File: config.mk
export PLATFORM = sky130hd
export DESIGN_NAME = ulpi_rx_decode
export DESIGN_NICKNAME = d
export VERILOG_FILES = /design/src/rtl/ulpi_rx_decode.sv
export SDC_FILE = /design/constraint.sdc
export NUM_CORES = 1
export LEC_CHECK = 0
export BUFFER_PORTS_ARGS = -buffer_cell sky130_fd_sc_hd__buf_2
export CAP_MARGIN = 30
export CELL_PAD_IN_SITES_DETAIL_PLACEMENT = 0
export CELL_PAD_IN_SITES_GLOBAL_PLACEMENT = 2
export CORE_AREA = 2 2 79 81
export CTS_BUF_LIST = sky130_fd_sc_hd__clkbuf_8
export DETAILED_ROUTE_END_ITERATION = 10
export DIE_AREA = 0 0 81 83
export PLACE_DENSITY_LB_ADDON = 0.05
export SLEW_MARGIN = 10
export SYNTH_ARGS = -nofsm -noshare
export SYNTH_HDL_FRONTEND = slang
export SYNTH_SLANG_ARGS = --single-unit
File: constraint.sdc
create_clock -name clk_i -period 1.9 [get_ports clk_i]
set_clock_uncertainty 0.1 [all_clocks]
set_input_delay 0.095 -clock clk_i [delete_from_list [all_inputs] [get_ports clk_i]]
set_output_delay 0.095 -clock clk_i [all_outputs]
set_load 0.005 [all_outputs]
File: src/rtl/ulpi_rx_decode.sv
`default_nettype none
// ============================================================================
// Module   : ulpi_rx_decode
// Purpose  : Passive ULPI receive decoder that rebuilds UTMI RX signals and
//            per-packet length/completion strobes for the sniffer path.
// Revision : 1.0 - initial release
// ============================================================================
module ulpi_rx_decode #(
  parameter int LEN_W = 11
) (
  input  logic             clk_i,
  input  logic             rst_i,
  input  logic [7:0]       ulpi_data_i,
  input  logic             ulpi_dir_i,
  input  logic             ulpi_nxt_i,
  output logic [7:0]       utmi_data_o,
  output logic             utmi_rxvalid_o,
  output logic             utmi_rxactive_o,
  output logic             utmi_rxerror_o,
  output logic [1:0]       utmi_linestate_o,
  output logic [1:0]       vbus_state_o,
  output logic             host_disconnect_o,
  output logic             rxcmd_stb_o,
  output logic             pkt_done_o,
  output logic [LEN_W-1:0] pkt_len_o,
  output logic             pkt_ovf_o,
  output logic             pkt_abort_o
);

  typedef enum logic [1:0] {
    ST_RESYNC = 2'd0,
    ST_IDLE   = 2'd1,
    ST_TURN   = 2'd2,
    ST_BUS    = 2'd3
  } state_t;

  localparam logic [LEN_W-1:0] c_LEN_MAX = '1;

  state_t           r_state;
  logic [LEN_W-1:0] r_cnt;
  logic             r_ovf;

  logic w_turn;
  logic w_bus;
  logic w_fall;
  logic w_end;

  // Classify the current bus sample from the previous state and the live dir.
  assign w_turn = (r_state == ST_IDLE) && ulpi_dir_i;
  assign w_bus  = ((r_state == ST_TURN) || (r_state == ST_BUS)) && ulpi_dir_i;
  assign w_fall = ((r_state == ST_TURN) || (r_state == ST_BUS)) && !ulpi_dir_i;
  // RxEvent 00 and 10 both have bit 4 clear and drop rxactive.
  assign w_end  = utmi_rxactive_o &&
                  (w_fall || (w_bus && !ulpi_nxt_i && !ulpi_data_i[4]));

  always_ff @(posedge clk_i) begin
    if (!rst_i) begin
      r_state           <= ST_RESYNC;
      r_cnt             <= '0;
      r_ovf             <= 1'b0;
      utmi_data_o       <= 8'h00;
      utmi_rxvalid_o    <= 1'b0;
      utmi_rxactive_o   <= 1'b0;
      utmi_rxerror_o    <= 1'b0;
      utmi_linestate_o  <= 2'b00;
      vbus_state_o      <= 2'b00;
      host_disconnect_o <= 1'b0;
      rxcmd_stb_o       <= 1'b0;
      pkt_done_o        <= 1'b0;
      pkt_len_o         <= '0;
      pkt_ovf_o         <= 1'b0;
      pkt_abort_o       <= 1'b0;
    end else begin
      utmi_rxvalid_o <= 1'b0;
      rxcmd_stb_o    <= 1'b0;
      pkt_done_o     <= 1'b0;

      case (r_state)
        ST_RESYNC: if (!ulpi_dir_i) r_state <= ST_IDLE;
        ST_IDLE:   if (ulpi_dir_i) r_state <= ST_TURN;
        default:   r_state <= ulpi_dir_i ? ST_BUS : ST_IDLE;
      endcase

      if (w_turn && ulpi_nxt_i) begin
        utmi_rxactive_o <= 1'b1;
        utmi_rxerror_o  <= 1'b0;
        r_cnt           <= '0;
        r_ovf           <= 1'b0;
      end

      if (w_bus && ulpi_nxt_i) begin
        utmi_data_o    <= ulpi_data_i;
        utmi_rxvalid_o <= 1'b1;
        if (!utmi_rxactive_o) begin
          utmi_rxactive_o <= 1'b1;
          utmi_rxerror_o  <= 1'b0;
          r_cnt           <= LEN_W'(1);
          r_ovf           <= 1'b0;
        end else if (r_cnt == c_LEN_MAX) begin
          r_ovf <= 1'b1;
        end else begin
          r_cnt <= r_cnt + 1'b1;
        end
      end

      if (w_bus && !ulpi_nxt_i) begin
        rxcmd_stb_o       <= 1'b1;
        utmi_linestate_o  <= ulpi_data_i[1:0];
        vbus_state_o      <= ulpi_data_i[3:2];
        host_disconnect_o <= (ulpi_data_i[5:4] == 2'b10);
        if (ulpi_data_i[4]) begin
          utmi_rxactive_o <= 1'b1;
          if (!utmi_rxactive_o) begin
            r_cnt          <= '0;
            r_ovf          <= 1'b0;
            utmi_rxerror_o <= 1'b0;
          end
          if (ulpi_data_i[5]) utmi_rxerror_o <= 1'b1;
        end
      end

      if (w_end) begin
        pkt_done_o      <= 1'b1;
        pkt_len_o       <= r_cnt;
        pkt_ovf_o       <= r_ovf;
        pkt_abort_o     <= w_fall;
        utmi_rxactive_o <= 1'b0;
        utmi_rxerror_o  <= 1'b0;
      end
    end
  end

endmodule
`default_nettype wire

==> impl_metrics.csv <==
group,metric,value,unit
timing,timing.fmax,586,MHz
clock_network,holdBufCountCts,10,
clock_network,clk_pin_slew,0.09,ns
place,dp_cells,318,
critical_path,start_kind,"register",
timing,tns,0,ns
timing,worstMarginPinSlew,0.346,ns
critical_path,r2r-start,"r_cnt[0]$_SDFF_PN0_",
critical_path,crit_path_start,"r_cnt[0]$_SDFF_PN0_",
worst_hold_path,hold_end,"rxcmd_stb_o$_SDFF_PN0_",
critical_path,r2r_end,"r_cnt[7]$_SDFF_PN0_",
global_routing,grt_max_degree,22,
drt,drt-initial-drc-count,43,
timing,hold_violations,0,
synth,synthCells,205,
clock_network,cts_setup_buffers,0,
critical_path,worstSetupPathType,"reg -> reg",
clock_network,cts-resized-gates,0,
timing,setup_viol,0,
synth,netlist-cell-type-count,40,
critical_path,critPathTopFamily,"simple AND/OR/NAND/NOR gates",
place,routabilityCongestion,0.757,
clock_network,cts-htree-levels,2,
timing,whs,0.0513,ns
power,switching_share,20.3,%
drt,detail-route-antenna-nets,0,
synth,async_flop_share,0,%
drt,vias_per_cell,4.91,
critical_path,r2r_slack,0.19,ns
timing,drv_slew,0,
cells_and_area,mostFrequentLayoutCell,"dfxtp_1",
power,power.share.sequential,50.2,%
place,place_hpwl,3280,um
cells_and_area,drive_gt1_share,24.5,%
power,power_switching,0.000387,W
critical_path,crit_required,2.03,ns
synth,syn_area,0.00183,sq mm
power,power.internal,0.00152,W
timing,relSlewSlack,76.9,%
cells_and_area,layout_common_cells,"dfxtp_1, buf_2, nand2_1",
worst_hold_path,hold_path_class,"in -> reg",
critical_path,cp_max_fo,6,
drt,drc,0,
floorplan,rows,28,
place,place_ws,0.240,ns
floorplan,ioPinCount,43,
global_routing,gr-total-overflow,0,
floorplan,fp.dieArea,0.00672,sq mm
drt,vias,1649,
timing,setup_ws,0.195,ns
synth,ys_seq_area_share,49.1,%
floorplan,core_area,0.00582,sq mm
critical_path,end_kind,"register",
clock_network,cts_tree,"yes",
power,p_leak,1.06,nW
clock_network,cts_root_buffer,"clkbuf_8",
flow_run,cap_viol_max_count,0,
drt,drt-wirelength-per-cell,13.8,um
worst_hold_path,hp-start,"ulpi_nxt_i",
drt,routed_wl,4620,um
timing,rsz0062_at_grt,"no",
floorplan,die_h,83,um
floorplan,initial_utilization,31.5,%
critical_path,cpMaxStageDelayCell,"or4_1",
global_routing,gr-usage-all-layers,14.5,%
clock_network,cts_buffers,5,
synth,yosys_warnings,0,
clock_network,clk_path_buf_depth,2,
timing,finalCritPeriodShare,89.7,%
place,port_buffers,42,
cells_and_area,post-route-util,41.0,%
synth,synth-seq-cells,45,
clock_network,worstSkewPairLatency,0.29,ns
cells_and_area,syn_to_final_growth,30.0,%
power,irDropWorstVdd,0.343,mV
timing,min_period,1.71,ns
synth,syn_nets,218,
cells_and_area,nets,273,
global_routing,antenna_found_initial,0,
synth,syn_area_per_cell,8.94,sq um
synth,synth_edf_count,0,
global_routing,grt_pass1_vias,1599,
floorplan,die_w,81,um
global_routing,grt_pass1_wl,7690,um
critical_path,cp.arrival,1.84,ns
critical_path,cp_slowest_stage_delay,0.47,ns
synth,synth_flop_cell,"dfxtp_1",
clock_network,cts_sinks,45,
power,powerDensity,799,mW/mm^2
cells_and_area,antenna-diode-count,0,
critical_path,r2r_cells,5,
power,comb_power_share,5.2,%
cells_and_area,stdcell_count,336,
critical_path,crit_chain,"ha_1 -> nand3_1 -> nor2_1 -> or4_1 -> a21oi_1",
drt,drt-pass1-iter-count,4,
worst_hold_path,hold_path_depth,2,
status,status,"complete, no violations",
critical_path,crit_buf_inv,0,
power,clkPwrFrac,44.6,%
state kept, by name, indices dropped and copies added (netlist names):
register           count
utmi_data_o            8
pkt_len_o             11
rxcmd_stb_o            1
pkt_ovf_o              1
vbus_state_o           2
utmi_linestate_o       2
utmi_rxerror_o         1
pkt_done_o             1
pkt_abort_o            1
r_cnt                 11
utmi_rxvalid_o         1
host_disconnect_o      1
r_state                2
r_ovf                  1
utmi_rxactive_o        1
cell families after synthesis:
family,synth area share [%]
xor gates and xnor gates,0.478
muxes,7.10
buffers and inverters,3.75
adders and majority gates,0.682
DFF,49.1
AOI/OAI and AO/OA,17.3
and+or+nand+nor,21.5
power groups by stage:
stage          combinational (W)  clock [W]  sequential, W
2_1_floorplan          0.0000454          0       0.000975
3_3_place_gp           0.0000836          0       0.000978
3_5_place_dp           0.0000834          0       0.000979
4_1_cts                 0.000100   0.000888       0.000957
5_1_grt                 0.000109   0.000931       0.000958
6_report               0.0000982   0.000849       0.000956
routing by layer:
metal  GRT usage [%]  up-vias  routed length (um)
met5               0        -                   0
met4            5.70        0                  83
met3            3.80        9                 228
met2            22.6       43                2100
met1            18.8      761                2210
li1                -      836                   -
worst max-delay path by stage:
stage,to,slack [ns],cells after the start
detailed placement,r_cnt[7]$_SDFF_PN0_,0.24,5
finish,r_cnt[7]$_SDFF_PN0_,0.19,5
floorplan,r_cnt[7]$_SDFF_PN0_,0.34,5
CTS,r_cnt[7]$_SDFF_PN0_,0.21,5
global route,r_cnt[7]$_SDFF_PN0_,0.07,4
global placement,r_cnt[7]$_SDFF_PN0_,0.26,5
worst register-to-register path: stages, from the launching register on:
cell     delay (ns)
dfxtp_1        0.36
ha_1           0.26
nand3_1        0.19
nor2_1         0.11
or4_1          0.47
a21oi_1        0.14
final cells by class:
class / instances / area (sq um)
fillers: 632 / 3430
clock buffers: 5 / 68.8
flip-flops and latches: 45 / 901
well taps: 75 / 93.8
repair buffers: 59 / 375
clock inverters: 3 / 65.1
inverters: 4 / 15.0
multi-input cells: 145 / 863
stage by stage:
stage | total power, W | instance area [sq um]
floorplan | 0.00102 | 1830
global placement | 0.00106 | 2150
detailed placement | 0.00106 | 2150
CTS | 0.00194 | 2380
global route | 0.00200 | 2380
finish | 0.00190 | 2380
synthesized netlist by cell type, types with 2 or more instances:
cell       n  share of area [%]
o21ai_1    3               0.82
nand2_1   31                6.3
o21ai_0    9                2.5
a211oi_1   2               0.82
dfxtp_1   45                 49
nor2_1    24                4.9
nand3_2    2                1.1
a21oi_1   19                5.2
or4_1      2               0.82
clkbuf_1   7                1.4
inv_1      4               0.82
mux2i_1   13                7.1
nand4_1    2               0.68
a31oi_1    4                1.4
nand3_1    7                1.9
or3_1      3                1.0
o31ai_1    3                1.2
buf_4      3                1.2
No activity file was read; power rests on OpenSTA's default activity.
